## src/rtl/slot_dac_pkg.sv

```systemverilog
// Shared constants, frame payload type and FSM state encoding for the slot DAC serializer.
package slot_dac_pkg;

    localparam int unsigned FRAME_BYTES = 6;
    localparam int unsigned SAMPLE_BITS = 24;
    localparam int unsigned SLOT_BCKS   = 32;
    localparam int unsigned FRAME_BITS  = FRAME_BYTES * 8;
    localparam int unsigned BIT_CNT_W   = $clog2(2 * SLOT_BCKS);
    localparam int unsigned SLOT_W      = $clog2(SLOT_BCKS);

    // One stereo frame, left sample in the upper half
    typedef struct packed {
        logic [SAMPLE_BITS-1:0] left;
        logic [SAMPLE_BITS-1:0] right;
    } frame_t;

    typedef enum logic [1:0] {
        IDLE = 2'd0,
        FILL = 2'd1,
        RUN  = 2'd2
    } slot_dac_state_e;

endpackage

```

## src/rtl/slot_dac_serializer_if.sv

```systemverilog
// Tracking-FIFO side and DAC-slot side signals of one serializer instance.
interface slot_dac_serializer_if #(
    parameter int unsigned ADDR_W = 11
);
    logic              enable;
    logic [ADDR_W-1:0] fifo_addr_in;
    logic [ADDR_W-1:0] fifo_addr_out;
    logic [7:0]        fifo_data;
    logic              fifo_read;
    logic              dac_bck;
    logic              dac_lrck;
    logic              dac_sdata;
    logic              underrun;
    logic              underrun_clear;

    modport master (
        output enable, fifo_addr_in, fifo_addr_out, fifo_data, underrun_clear,
        input  fifo_read, dac_bck, dac_lrck, dac_sdata, underrun
    );

    modport slave (
        input  enable, fifo_addr_in, fifo_addr_out, fifo_data, underrun_clear,
        output fifo_read, dac_bck, dac_lrck, dac_sdata, underrun
    );
endinterface

```

## src/rtl/slot_dac_frame_fetch.sv

```systemverilog
// Pulls one whole stereo frame (6 bytes) from the tracking FIFO into a holding register.
module slot_dac_frame_fetch
    import slot_dac_pkg::*;
#(
    parameter int unsigned ADDR_W = 11
) (
    input  logic              clk,
    input  logic              reset,
    input  logic              i_fetch_en,
    input  logic [ADDR_W-1:0] i_addr_in,
    input  logic [ADDR_W-1:0] i_addr_out,
    input  logic [7:0]        i_data,
    input  logic              i_take,
    output logic              o_read,
    output frame_t            o_hold,
    output logic              o_full
);

    localparam int unsigned CNT_W = $clog2(FRAME_BYTES + 1);

    logic [ADDR_W-1:0]     w_avail;
    logic                  w_start;
    logic                  r_busy;
    logic                  r_read;
    logic                  r_cap_vld;
    logic                  r_full;
    logic [CNT_W-1:0]      r_rd_cnt;
    logic [CNT_W-1:0]      r_cap_cnt;
    logic [FRAME_BITS-1:0] r_hold;

    // Modular pointer difference handles wrap for free
    assign w_avail = i_addr_in - i_addr_out;
    assign w_start = i_fetch_en && !r_full && !r_busy && (w_avail >= ADDR_W'(FRAME_BYTES));

    always_ff @(posedge clk) begin
        if (reset) begin
            r_busy    <= 1'b0;
            r_read    <= 1'b0;
            r_cap_vld <= 1'b0;
            r_full    <= 1'b0;
            r_rd_cnt  <= '0;
            r_cap_cnt <= '0;
            r_hold    <= '0;
        end else begin
            r_cap_vld <= r_read;

            if (w_start) begin
                r_busy   <= 1'b1;
                r_read   <= 1'b1;
                r_rd_cnt <= CNT_W'(1);
            end else if (r_busy && (r_rd_cnt != CNT_W'(FRAME_BYTES))) begin
                r_read   <= 1'b1;
                r_rd_cnt <= r_rd_cnt + CNT_W'(1);
            end else begin
                r_read <= 1'b0;
            end

            if (i_take) begin
                r_full <= 1'b0;
            end

            // Byte arrives the cycle after its pop; first byte ends up in the MSBs
            if (r_cap_vld) begin
                r_hold <= {r_hold[FRAME_BITS-9:0], i_data};
                if (r_cap_cnt == CNT_W'(FRAME_BYTES - 1)) begin
                    r_full    <= 1'b1;
                    r_busy    <= 1'b0;
                    r_cap_cnt <= '0;
                end else begin
                    r_cap_cnt <= r_cap_cnt + CNT_W'(1);
                end
            end
        end
    end

    assign o_read = r_read;
    assign o_hold = r_hold;
    assign o_full = r_full;

endmodule

```

## src/rtl/slot_dac_serializer.sv

```systemverilog
// Left-justified 24-bit stereo serializer for one DAC slot, fed from its tracking FIFO.
// Define SLOT_DAC_SER_UNDERRUN_REPEAT_EN to re-send the previous frame on underrun.
module slot_dac_serializer
    import slot_dac_pkg::*;
#(
    parameter int unsigned BCK_DIV = 8,
    parameter int unsigned ADDR_W  = 11
) (
    input  logic                 clk,
    input  logic                 reset,
    slot_dac_serializer_if.slave bus
);

    localparam int unsigned DIV_W = (BCK_DIV > 1) ? $clog2(BCK_DIV) : 1;

    slot_dac_state_e       r_state;
    slot_dac_state_e       w_state_nxt;
    logic [DIV_W-1:0]      r_div;
    logic                  r_bck;
    logic                  r_lrck;
    logic                  r_sdata;
    logic                  r_underrun;
    logic [BIT_CNT_W-1:0]  r_bit;
    logic [BIT_CNT_W-1:0]  w_bit_nxt;
    logic [FRAME_BITS-1:0] r_shift;
    logic [FRAME_BITS-1:0] w_frame;
    logic [FRAME_BITS-1:0] w_fill;
    logic                  w_fall;
    logic                  w_boundary;
    logic                  w_load;
    logic                  w_take;
    logic                  w_urun;
    logic                  w_full;
    logic                  w_read;
    frame_t                w_hold;

    slot_dac_frame_fetch #(
        .ADDR_W (ADDR_W)
    ) u_fetch (
        .clk        (clk),
        .reset      (reset),
        .i_fetch_en (bus.enable),
        .i_addr_in  (bus.fifo_addr_in),
        .i_addr_out (bus.fifo_addr_out),
        .i_data     (bus.fifo_data),
        .i_take     (w_take),
        .o_read     (w_read),
        .o_hold     (w_hold),
        .o_full     (w_full)
    );

    assign w_fall     = (r_state == RUN) && r_bck && (r_div == DIV_W'(BCK_DIV - 1));
    assign w_boundary = w_fall && (r_bit == BIT_CNT_W'(2 * SLOT_BCKS - 1));
    assign w_bit_nxt  = r_bit + BIT_CNT_W'(1);

`ifdef SLOT_DAC_SER_UNDERRUN_REPEAT_EN
    logic [FRAME_BITS-1:0] r_last;

    always_ff @(posedge clk) begin
        if (reset) begin
            r_last <= '0;
        end else if (w_load) begin
            r_last <= w_frame;
        end
    end

    assign w_fill = r_last;
`else
    assign w_fill = '0;
`endif

    assign w_frame = w_full ? w_hold : w_fill;

    always_ff @(posedge clk) begin
        if (reset) begin
            r_state <= IDLE;
        end else begin
            r_state <= w_state_nxt;
        end
    end

    // Next state plus frame load / holding release / underrun decisions
    always_comb begin
        w_state_nxt = r_state;
        w_load      = 1'b0;
        w_take      = 1'b0;
        w_urun      = 1'b0;
        case (r_state)
            IDLE: begin
                if (bus.enable) begin
                    w_state_nxt = FILL;
                end
            end
            FILL: begin
                if (!bus.enable) begin
                    w_state_nxt = IDLE;
                end else if (w_full) begin
                    w_load      = 1'b1;
                    w_take      = 1'b1;
                    w_state_nxt = RUN;
                end
            end
            RUN: begin
                if (w_boundary) begin
                    if (!bus.enable) begin
                        w_state_nxt = IDLE;
                    end else begin
                        w_load = 1'b1;
                        w_take = w_full;
                        w_urun = !w_full;
                    end
                end
            end
            default: w_state_nxt = IDLE;
        endcase
    end

    always_ff @(posedge clk) begin
        if (reset) begin
            r_div      <= '0;
            r_bck      <= 1'b0;
            r_lrck     <= 1'b0;
            r_sdata    <= 1'b0;
            r_bit      <= '0;
            r_shift    <= '0;
            r_underrun <= 1'b0;
        end else begin
            // BCK divider restarts on entry to RUN so the first rise lands BCK_DIV cycles later
            if ((r_state == RUN) && (w_state_nxt == RUN)) begin
                if (r_div == DIV_W'(BCK_DIV - 1)) begin
                    r_div <= '0;
                    r_bck <= ~r_bck;
                end else begin
                    r_div <= r_div + DIV_W'(1);
                end
            end else begin
                r_div <= '0;
                r_bck <= 1'b0;
            end

            if (w_state_nxt != RUN) begin
                r_lrck  <= 1'b0;
                r_sdata <= 1'b0;
                r_bit   <= '0;
            end else if (w_load) begin
                r_shift <= {w_frame[FRAME_BITS-2:0], 1'b0};
                r_sdata <= w_frame[FRAME_BITS-1];
                r_lrck  <= 1'b0;
                r_bit   <= '0;
            end else if (w_fall) begin
                r_bit  <= w_bit_nxt;
                r_lrck <= w_bit_nxt[BIT_CNT_W-1];
                if (w_bit_nxt[SLOT_W-1:0] < SLOT_W'(SAMPLE_BITS)) begin
                    r_sdata <= r_shift[FRAME_BITS-1];
                    r_shift <= {r_shift[FRAME_BITS-2:0], 1'b0};
                end else begin
                    r_sdata <= 1'b0;
                end
            end

            if (w_urun) begin
                r_underrun <= 1'b1;
            end else if (bus.underrun_clear) begin
                r_underrun <= 1'b0;
            end
        end
    end

    assign bus.fifo_read = w_read;
    assign bus.dac_bck   = r_bck;
    assign bus.dac_lrck  = r_lrck;
    assign bus.dac_sdata = r_sdata;
    assign bus.underrun  = r_underrun;

endmodule

```

## src/flat_wrapper.sv

```systemverilog
// flat-port wrapper written by rule: the top's interface ports become plain ports
module slot_dac_serializer_flat import slot_dac_pkg::*;
#(
    parameter int unsigned BCK_DIV = 8,
    parameter int unsigned ADDR_W  = 11
)
  (clk, reset, bus_enable, bus_fifo_addr_in, bus_fifo_addr_out, bus_fifo_data, bus_underrun_clear, bus_fifo_read, bus_dac_bck, bus_dac_lrck, bus_dac_sdata, bus_underrun);
  slot_dac_serializer_if #(.ADDR_W(ADDR_W)) bus_i ();
  input  logic clk;
  input  logic reset;
  input wire logic [$bits(bus_i.enable)-1:0] bus_enable;
  input wire logic [$bits(bus_i.fifo_addr_in)-1:0] bus_fifo_addr_in;
  input wire logic [$bits(bus_i.fifo_addr_out)-1:0] bus_fifo_addr_out;
  input wire logic [$bits(bus_i.fifo_data)-1:0] bus_fifo_data;
  input wire logic [$bits(bus_i.underrun_clear)-1:0] bus_underrun_clear;
  output wire logic [$bits(bus_i.fifo_read)-1:0] bus_fifo_read;
  output wire logic [$bits(bus_i.dac_bck)-1:0] bus_dac_bck;
  output wire logic [$bits(bus_i.dac_lrck)-1:0] bus_dac_lrck;
  output wire logic [$bits(bus_i.dac_sdata)-1:0] bus_dac_sdata;
  output wire logic [$bits(bus_i.underrun)-1:0] bus_underrun;
  assign bus_i.enable = bus_enable;
  assign bus_i.fifo_addr_in = bus_fifo_addr_in;
  assign bus_i.fifo_addr_out = bus_fifo_addr_out;
  assign bus_i.fifo_data = bus_fifo_data;
  assign bus_i.underrun_clear = bus_underrun_clear;
  assign bus_fifo_read = bus_i.fifo_read;
  assign bus_dac_bck = bus_i.dac_bck;
  assign bus_dac_lrck = bus_i.dac_lrck;
  assign bus_dac_sdata = bus_i.dac_sdata;
  assign bus_underrun = bus_i.underrun;
  slot_dac_serializer #(.BCK_DIV(BCK_DIV), .ADDR_W(ADDR_W)) u_core (.clk(clk), .reset(reset), .bus(bus_i));
endmodule
```

## config.mk

```make
export PLATFORM = sky130hd
export DESIGN_NAME = slot_dac_serializer_flat
export DESIGN_NICKNAME = d
export VERILOG_FILES = /design/src/rtl/slot_dac_pkg.sv /design/src/rtl/slot_dac_serializer_if.sv /design/src/rtl/slot_dac_frame_fetch.sv /design/src/rtl/slot_dac_serializer.sv /design/src/flat_wrapper.sv
export SDC_FILE = /design/constraint.sdc
export NUM_CORES = 1
export LEC_CHECK = 0
export BUFFER_PORTS_ARGS = -buffer_cell sky130_fd_sc_hd__buf_2
export CORE_ASPECT_RATIO = 1.75
export CORE_UTILIZATION = 63
export CTS_BUF_LIST = sky130_fd_sc_hd__clkbuf_4 sky130_fd_sc_hd__clkbuf_8
export DETAILED_ROUTE_END_ITERATION = 8
export PLACE_DENSITY = 0.92
export SLEW_MARGIN = 20
export SYNTH_ARGS = -nofsm -noshare
export SYNTH_HDL_FRONTEND = slang
export SYNTH_SLANG_ARGS = --single-unit
```

## constraint.sdc

```tcl
create_clock -name clk -period 3.3 [get_ports clk]
set_input_delay 0.495 -clock clk [delete_from_list [all_inputs] [get_ports clk]]
set_output_delay 0.495 -clock clk [all_outputs]
set_load 0.005 [all_outputs]
```

==> results_dict.tcl, run 1 <==
set metrics [dict create \
    outcome "completed" \
    rows 45 \
    slew_viol_final 0 \
    finalHoldViolCount 0 \
    regToRegSetupSlack_ps 510 \
    setup_viol 0 \
    ys.flop_type "dfxtp_1" \
    ios 39 \
    clk_pin_slew_ps 70 \
    drive_gt1_frac 0.153 \
    die-height_um 128 \
    power.leakage_uw 0.00224 \
    ys_seq_area_frac 0.416 \
    numCtsBuffers 17 \
    grt_pass1_vias 4659 \
    dp_cells 802 \
    dr.pass1.iters 5 \
    finalSetupTns_ps 0 \
    hold_class "input port to register" \
    instances_no_fill 834 \
    n_antenna_cell 0 \
    h-tree-depth 4 \
    cts_tree "yes" \
    p_per_area_nw_per_um2 475 \
    start_util 0.656 \
    drc 0 \
    required_ps 3640 \
    clockRootBuffer "clkbuf_8" \
    cpPeakStageDelay_ps 400 \
    dr.first_iter.drc_count 354 \
    track_usage 0.267 \
    routed_wl_um 12000 \
    crit_type "register to register" \
    cts_buffer_depth 2 \
    rsz0062_at_grt "no" \
    cp-end-kind "register" \
    fmax_mhz 358 \
    synthCells 682 \
    netlist_top_cells_count "166 x nor2_1, 119 x dfxtp_1, 61 x nand2_1" \
    synthesis.nets 736 \
    gr-total-overflow 0 \
    r2r-start "u_core.r_div[0]$_SDFF_PP0_" \
    die_width_um 74.1 \
    clock_latency_ps 440 \
    area_growth_pct 11.8 \
    gp_congestion 0.883 \
    critPathCapture "u_core.r_shift[28]$_SDFFE_PP0P_" \
    detail_route.wl_per_cell_um 14.4 \
    crit_path_start "u_core.r_div[0]$_SDFF_PP0_" \
    core-area_um2 8730 \
    cp-start-kind "register" \
    ir_worst_vdd_uv 355 \
    post_cts_resize_count 0 \
    synthArstFlopShare 0 \
    cp_common_cell "ha_1" \
    period_needed_ps 2790 \
    fillers 596 \
    grt_max_degree 98 \
    cp_slowest_cell "buf_4" \
    numPortBuffers 38 \
    ys_warn_count 0 \
    dp_hpwl_um 7910 \
    cp_cell_sequence "ha_1 > ha_1 > nand3_1 > nor3_1 > a21o_1 > nand3_2 > buf_4 > nor2_1 > a21oi_1 > a211oi_1" \
    multi_input_area_um2 3060 \
    reg2reg_depth 10 \
    synth_top_area_cell "dfxtp_1" \
    syn_avg_cell_area_um2 8.39 \
    detail-route-antenna-nets 0 \
    syn_area_um2 5720 \
    r2r_end "u_core.r_shift[28]$_SDFFE_PP0P_" \
    fp.dieArea_um2 9490 \
    synth_top_area_share 0.416 \
    crit_arrival_ps 3130 \
    clock_sinks 119 \
    vias 4894 \
    worstPathMaxFanout 97 \
    cap_viol_max_count 0 \
    ys_types 50 \
    synth.most_common_cell "nor2_1" \
    synth_edf_count 0 \
    synth_area_leaders "dfxtp_1 42%, nor2_1 11%, mux2i_1 8.9%, a211oi_2 5.2%, a21oi_1 5.2%" \
    regArea_um2 2390 \
    fin_nets 758 \
    via_per_inst 5.87 \
    ys_ff_latch 119 \
    relSlewSlack 0.395 \
    hold_buffers 0 \
    fin_worst_skew_ps 8.66 \
    fin_crit_sh 0.846 \
    grt_pass1_wl_um 19600 \
    antenna_found_initial 0 \
    tightest_slew_ps 907 \
    post_cts_buffers 0 \
]
[how the worst min path moves through the flow]
| stage | from | endpoint | cells past startpoint |
|---|---|---|---|
| after CTS | bus_fifo_data[4] | u_core.u_fetch.o_hold[4]$_SDFFE_PP0P_ | 3 |
| after global routing | bus_fifo_data[4] | u_core.u_fetch.o_hold[4]$_SDFFE_PP0P_ | 3 |
| after global placement | u_core.r_div[0]$_SDFF_PP0_ | u_core.r_div[0]$_SDFF_PP0_ | 1 |
| final | bus_fifo_data[4] | u_core.u_fetch.o_hold[4]$_SDFFE_PP0P_ | 3 |
| after floorplan | u_core.r_div[0]$_SDFF_PP0_ | u_core.r_div[0]$_SDFF_PP0_ | 1 |
| after detailed placement | u_core.r_div[0]$_SDFF_PP0_ | u_core.r_div[0]$_SDFF_PP0_ | 1 |
[metal layers]
layer / wire [µm] / global-route usage
met1: 4580 / 0.266
met2: 6400 / 0.473
met3: 465 / 0.0825
met4: 529 / 0.154
met5: 0 / 0
[where the power goes]
part           switching (µW)  internal, µW  total [µW]
sequential               24.2          1450        1470
clock                     548           805        1350
combinational             119          92.9         212
total                     691          2350        3040
[critical path: cells and delay by family (launching register included)]
family	cells	cell delay [ps]
compound gates	3	520
fa+ha+maj	2	400
buf+inv	1	400
flops	1	340
simple gates	4	980
[cell families after synthesis]
| kind of cell | Yosys count | share of synthesized area |
|---|---|---|
| compound gates | 149 | 0.192 |
| buf+inv | 67 | 0.0503 |
| fa+ha+maj | 20 | 0.0450 |
| simple gates | 266 | 0.192 |
| mux | 51 | 0.0892 |
| flops | 119 | 0.416 |
| xor+xnor | 10 | 0.0153 |
[cells in the final DEF (no fill, tap or decap), types with 8 or more instances in the layout]
cell,n
a21oi_1,59
buf_4,11
dfxtp_1,118
buf_2,37
nand2_1,61
mux2i_1,51
nor2b_1,8
inv_1,20
a211oi_1,28
ha_1,19
clkbuf_8,23
nor2_1,166
a211oi_2,23
[registers in the layout (all words and copies together) (netlist names)]
name / flops
u_core.u_fetch.o_hold: 48
u_core.r_shift: 47
u_core.r_bit: 5
u_core.r_div: 3
u_core.u_fetch.r_cap_cnt: 3
u_core.u_fetch.r_rd_cnt: 3
u_core.r_state: 2
u_core.bus.dac_bck: 1
u_core.bus.dac_lrck: 1
u_core.bus.dac_sdata: 1
u_core.bus.underrun: 1
u_core.u_fetch.o_full: 1
u_core.u_fetch.o_read: 1
u_core.u_fetch.r_busy: 1
u_core.u_fetch.r_cap_vld: 1
[through the flow]
step / hold WS, ps / power [µW] / util / instance area [µm²] / setup WS [ps]
detailed placement: 451 / 1710 / 0.685 / 5970 / 240
floorplan: 404 / 1650 / - / 5720 / 490
global placement: 416 / 1700 / 0.685 / 5970 / 323
finish: 291 / 3040 / 0.733 / 6400 / 510
CTS: 276 / 3050 / 0.733 / 6400 / 493
global route: 277 / 3140 / 0.733 / 6400 / 261
[area by class of cell]
class                   instances  share of cell area
inverters                      20              0.0117
clock buffers                  25              0.0518
flip-flops and latches        119               0.373
repair buffers                 50              0.0481
multi-input cells             496               0.478
clock inverters                 7              0.0141
well taps                     117              0.0229
Note: power is estimated with default switching activity, not from simulation.
==> run 2: changes to the inputs <==
==> constraint.sdc (replaced) <==
create_clock -name clk -period 2.61 [get_ports clk]
set_input_delay 0.3915 -clock clk [delete_from_list [all_inputs] [get_ports clk]]
set_output_delay 0.3915 -clock clk [all_outputs]
set_load 0.005 [all_outputs]
==> run 2 against run 1 <==
  * Clock power grew 38%
  * Maximum frequency grew 14%
  * Utilization grew 2.6 points
  * Via count grew 4.5%
  * Non-clock buffer count grew 14
  * First-iteration DRC count grew 16%
  * Final cell count grew 1.7%
  * Critical path depth is the same
  * Setup slack lost 340 ps
  * Clock skew shrank 3.1 ps
  * Sequential power grew 27%
  * Largest power group unchanged
  * Highest routed layer unchanged
==> results_dict.tcl, run 2 (synthesized netlist as in run 1, its figures left out) <==
set metrics [dict create \
    final_core_util 0.759 \
    fin_crit_sh 0.935 \
    period_needed_ps 2440 \
    outcome "completed" \
    cp-end-kind "register" \
    power.total_uw 4020 \
    required_ps 2960 \
    grt_max_degree 98 \
    placed_area_um2 6120 \
    ir_worst_vdd_uv 396 \
    setup_viol 0 \
    crit_arrival_ps 2790 \
    numCtsBuffers 17 \
    grt_pass1_vias 5110 \
    start_util 0.656 \
    crit_type "register to register" \
    drc 0 \
    relSlewSlack 0.611 \
    clock_sinks 119 \
    gp_congestion 0.789 \
    multi_input_area_um2 3090 \
    die-height_um 128 \
    fillers 539 \
    mostFrequentLayoutCell "nor2_1" \
    gr-total-overflow 0 \
    tightest_slew_ps 584 \
    vias 5112 \
    clock_latency_ps 440 \
    finalHoldViolCount 0 \
    via_per_inst 6.03 \
    p_per_area_nw_per_um2 606 \
    regArea_um2 2380 \
    fmax_mhz 410 \
    h-tree-depth 4 \
    slew_viol_final 0 \
    rows 45 \
    fp.dieArea_um2 9490 \
    power.leakage_uw 0.00235 \
    fin_area_um2 6620 \
    ios 39 \
    cp-start-kind "register" \
    detail_route.wl_per_cell_um 15.8 \
    numPortBuffers 38 \
    whs_ps 199 \
    fin_nets 772 \
    fin_worst_skew_ps 5.58 \
    cap_viol_max_count 0 \
    antenna_found_initial 0 \
    clk_pin_slew_ps 70 \
    die_width_um 74.1 \
    cts_buffer_depth 2 \
    hold_buffers 0 \
    dp_hpwl_um 8450 \
    dr.pass1.iters 5 \
    routed_wl_um 13400 \
    area_growth_pct 15.7 \
    drive_gt1_frac 0.178 \
    detail-route-antenna-nets 0 \
    track_usage 0.293 \
    worstPathMaxFanout 17 \
    n_antenna_cell 0 \
    largest_reg_flops 48 \
    cts_tree "yes" \
    most-common-layout-cells "166 x nor2_1, 118 x dfxtp_1, 61 x nand2_1" \
    clockRootBuffer "clkbuf_8" \
    grt_pass1_wl_um 21600 \
    rsz0062_at_grt "no" \
    hold_class "input port to register" \
    core-area_um2 8730 \
    dr.first_iter.drc_count 411 \
]
==> run 2: cell count changes in the layout (fill, tap and decap cells not counted), moves of 2 or more <==
cell and change:
clkinvlp_4 -2, clkbuf_8 -2, buf_4 +9, clkinv_2 +2, bufinv_16 +2, buf_12 +4
==> run 2: worst paths after layout <==
kind / startpoint / to / slack [ps] / cells past startpoint
min: bus_fifo_data[0] / u_core.u_fetch.o_hold[0]$_SDFFE_PP0P_ / 200 / 3
max reg2reg: u_core.r_div[0]$_SDFF_PP0_ / u_core.r_shift[16]$_SDFFE_PP0P_ / 170 / 10
max: u_core.r_div[0]$_SDFF_PP0_ / u_core.r_shift[16]$_SDFFE_PP0P_ / 170 / 10
min reg2reg: u_core.r_div[0]$_SDFF_PP0_ / u_core.r_div[0]$_SDFF_PP0_ / 440 / 1
==> run 2: metrics by stage <==
| step | setup WS [ps] | setup TNS [ps] | cells |
|---|---|---|---|
| after global placement | -158 | -379 | 814 |
| after detailed placement | -242 | -1000 | 814 |
| final | 170 | 0 | 848 |
| after floorplan | -16.4 | -16.4 | 682 |
| after global routing | 8.04 | 0 | 848 |
| after CTS | 52.0 | 0 | 846 |
==> run 2: repair_timing <==
action | CTS | global route
cloned | 0 | 1
pin swaps | 0 | 2
gates resized for setup | 3 | 1
buffers inserted | 0 | 1
endpoints found under the setup margin | 1 | 28
endpoints found under the hold margin | 0 | 0
==> run 2: final cells by class <==
type | instances | area share
inverter | 20 | 0.0113
multi-input combinational | 496 | 0.466
sequential | 119 | 0.360
clock inverter | 9 | 0.0219
timing repair buffer | 64 | 0.0725
tap | 117 | 0.0221
clock buffer | 23 | 0.0459
==> run 2: critical path, stage by stage, from the launching register on <==
cell and delay [ps]:
dfxtp_1 320, ha_1 200, ha_1 210, nand3_2 130, nor3_2 70, a2111o_1 440
a211oi_4 310, buf_12 200, buf_12 160, nor2_1 50, a211oi_1 240
==> run 2: power by group <==
group | total (µW) | switching, µW | internal [µW]
registers | 1860 | 23.6 | 1830
logic | 297 | 167 | 131
clock network | 1860 | 708 | 1160
total | 4020 | 898 | 3120
==> run 2: metal layers <==
metal,track usage,wire (µm),up-vias
met4,0.169,552,0
met1,0.294,4880,2453
li1,-,-,2413
met3,0.0723,529,58
met2,0.527,7400,188
met5,0,0,-
==> run 3: changes to the inputs <==
--- a/config.mk
+++ b/config.mk
@@ -5,13 +5,14 @@
 export SDC_FILE = /design/constraint.sdc
 export NUM_CORES = 1
 export LEC_CHECK = 0
-export BUFFER_PORTS_ARGS = -buffer_cell sky130_fd_sc_hd__buf_2
 export CORE_ASPECT_RATIO = 1.75
-export CORE_UTILIZATION = 63
+export CORE_UTILIZATION = 24
 export CTS_BUF_LIST = sky130_fd_sc_hd__clkbuf_4 sky130_fd_sc_hd__clkbuf_8
 export DETAILED_ROUTE_END_ITERATION = 8
-export PLACE_DENSITY = 0.92
+export DONT_BUFFER_PORTS = 1
+export PLACE_DENSITY = 0.46
 export SLEW_MARGIN = 20
 export SYNTH_ARGS = -nofsm -noshare
 export SYNTH_HDL_FRONTEND = slang
+export SYNTH_HIERARCHICAL = 1
 export SYNTH_SLANG_ARGS = --single-unit
==> run 3 against run 2 <==
  * Die area increased to 2.7 times the previous value
  * Sequential cell count is the same
  * Global-route usage down 16 points
  * Clock-buffer cell count is 1 lower
  * Clock skew up 1.4 ps
  * Clock power rose by 4%
  * Critical path depth is 3 lower
  * Setup slack better by 67 ps
  * Register-to-register slack improved by 70 ps
  * First-iteration DRC count fell by 20%
  * Combinational power rose by 6%
  * Design area up 0.53%
  * Critical endpoint is now u_core/r_bit[3]$_SDFFE_PP0P_
==> results_dict.tcl, run 3 <==
set metrics [dict create \
    slew_viol_final 0 \
    r2r_end "u_core/r_bit[3]$_SDFFE_PP0P_" \
    rsz0062_at_grt "no" \
    comb_power_share 0.076 \
    ys.flop_type "dfxtp_1" \
    finalHoldViolCount 0 \
    grt_pass1_vias 5042 \
    area_growth_pct 13.0 \
    switching_power_uw 957 \
    post_cts_resize_count 0 \
    core-area_um2 24000 \
    regToRegSetupSlack_ps 240 \
    track_usage 0.136 \
    rows 75 \
    largest_reg_flops 48 \
    worstHoldPathCells 1 \
    worstPathMaxFanout 6 \
    p_int_uw 3150 \
    crit_arrival_ps 2740 \
    holdPathEnd "u_core/u_fetch/o_hold[13]$_SDFFE_PP0P_" \
    cp_slowest_cell "or4_1" \
    die-height_um 209 \
    hp-start "reset" \
    routed_wl_um 16600 \
    start_util 0.245 \
    most-common-layout-cells "117 x dfxtp_1, 72 x nor2_1, 50 x nand3_1, 50 x o21ai_0, 49 x mux2i_1" \
    cp_cell_sequence "ha_1 > ha_1 > nand4_1 > or3_4 > a21o_1 > or4_1 > nor2_1" \
    power_frac_seq 0.450 \
    synth_top_area_cell "dfxtp_1" \
    fin_nets 691 \
    cts_buffer_depth 2 \
    ys_ff_latch 119 \
    swShare 0.233 \
    numCtsBuffers 17 \
    cp-start-kind "register" \
    vias 5042 \
    detail_route.wl_per_cell_um 17.3 \
    grt_max_degree 93 \
    fin_worst_skew_ps 6.98 \
    clk_pin_slew_ps 70 \
    gp_congestion 0.757 \
    mostFrequentLayoutCell "dfxtp_1" \
    cts_tree "yes" \
    synthArstFlopShare 0 \
    synthCells 665 \
    fin_crit_sh 0.909 \
    antenna_found_initial 0 \
    period_needed_ps 2370 \
    p_per_area_nw_per_um2 617 \
    required_ps 2980 \
    numPortBuffers 0 \
    relSlewSlack 0.383 \
    pwr-share-clk 0.473 \
    via_per_inst 5.26 \
    synthesis.nets 719 \
    syn_avg_cell_area_um2 8.86 \
    fp.dieArea_um2 25200 \
    r2r-start "u_core/r_div[0]$_SDFF_PP0_" \
    crit_type "register to register" \
    power.total_uw 4110 \
    clockRootBuffer "clkbuf_8" \
    ys_seq_area_frac 0.404 \
    drc 0 \
    dr.first_iter.drc_count 330 \
    cp-end-kind "register" \
    power.leakage_uw 0.00215 \
    synth_area_leaders "dfxtp_1 40%, mux2i_1 8.3%, a311oi_1 7.0%, a31oi_1 5.0%, nor2_1 4.6%" \
    tightest_slew_ps 925 \
    h-tree-depth 4 \
    reg2reg_depth 7 \
    outcome "completed" \
    clock_latency_ps 430 \
    gr-total-overflow 0 \
    whs_ps 43.8 \
    grt_pass1_wl_um 26900 \
    detail-route-antenna-nets 0 \
    synth.most_common_cell "dfxtp_1" \
    instances_no_fill 958 \
    synth_top_area_share 0.404 \
    setup_viol 0 \
    clock_sinks 119 \
    synth_edf_count 0 \
    dp_cells 925 \
    dr.pass1.iters 4 \
    fmax_mhz 421 \
    ir_worst_vdd_uv 246 \
    cap_viol_max_count 0 \
    ios 39 \
    cp_common_cell "ha_1" \
    ys_warn_count 6 \
    drive_gt1_frac 0.0985 \
    syn_area_um2 5890 \
    ys_types 59 \
    cpPeakStageDelay_ps 630 \
    dp_hpwl_um 9920 \
    hold_class "input port to register" \
    netlist_top_cells_count "119 x dfxtp_1, 72 x nor2_1, 50 x nand3_1, 50 x o21ai_0, 49 x mux2i_1" \
    n_antenna_cell 0 \
    die_width_um 120 \
]
==> run 3: kinds of logic (layout without fill, tap and decap cells) <==
family | Yosys count | count (layout) | synth area share
compound gates | 197 | 197 | 0.236
simple gates | 182 | 182 | 0.152
flops | 119 | 119 | 0.404
buf+inv | 87 | 72 | 0.0635
mux | 50 | 50 | 0.0852
fa+ha+maj | 20 | 20 | 0.0437
xor+xnor | 10 | 10 | 0.0149
==> run 3: cell type report <==
cell class | instances | area (µm²)
clock buffers | 22 | 278
clock inverters | 10 | 175
inverters | 23 | 86.3
well taps | 308 | 385
fillers | 2599 | 17400
flip-flops and latches | 119 | 2380
multi-input cells | 459 | 3160
repair buffers | 17 | 193
==> run 3: power groups by stage <==
stage	Clock [µW]	Sequential, µW	Combinational [µW]
after global placement	0	1890	307
after CTS	2010	1850	314
after detailed placement	0	1890	305
after global routing	2080	1850	345
after floorplan	0	1880	258
final	1940	1850	314
==> run 3: worst max-delay path by stage <==
stage	startpoint	to	depth (start not counted)
after floorplan	bus_fifo_addr_in[0]	u_core/u_fetch/r_rd_cnt[2]$_SDFFE_PP0P_	10
after global placement	bus_fifo_addr_in[0]	u_core/u_fetch/r_rd_cnt[1]$_SDFFE_PP0P_	10
after detailed placement	bus_fifo_addr_in[0]	u_core/u_fetch/r_rd_cnt[1]$_SDFFE_PP0P_	10
after CTS	u_core/r_div[0]$_SDFF_PP0_	u_core/r_bit[3]$_SDFFE_PP0P_	7
after global routing	u_core/r_div[0]$_SDFF_PP0_	u_core/r_shift[15]$_SDFFE_PP0P_	9
final	u_core/r_div[0]$_SDFF_PP0_	u_core/r_bit[3]$_SDFFE_PP0P_	7
==> run 3: worst max-delay path, delay by kind of cell, from the launching register on <==
family,cells,cell delay (ps)
flip-flops,1,340
AND/OR/NAND/NOR,4,1440
AO/OA/AOI/OAI,1,220
adder cells (fa/ha/maj),2,310
==> run 3: per-stage QoR <==
step / worst slack, ps / area (µm²) / utilization / TNS (ps)
floorplan: 207 / 5890 / - / 0
global placement: 65.5 / 6200 / 0.258 / 0
detailed placement: -4.41 / 6200 / 0.258 / -4.41
CTS: 199 / 6660 / 0.277 / 0
global route: 1.01 / 6660 / 0.277 / 0
finish: 236 / 6660 / 0.277 / 0
==> run 3: repair_timing <==
| item | CTS | global route |
|---|---|---|
| endpoints found under the hold margin | 19 | 0 |
| buffers inserted | 0 | 0 |
| hold buffers | 1 | 0 |
| setup endpoints to repair | 0 | 0 |
==> run 3: layer usage <==
metal  vias up  wire (µm)  GRT usage
met5         -          0          0
met4         0        273     0.0562
met3        16        515     0.0196
met2       121       9080      0.253
met1      2489       6720      0.150
li1       2416          -          -
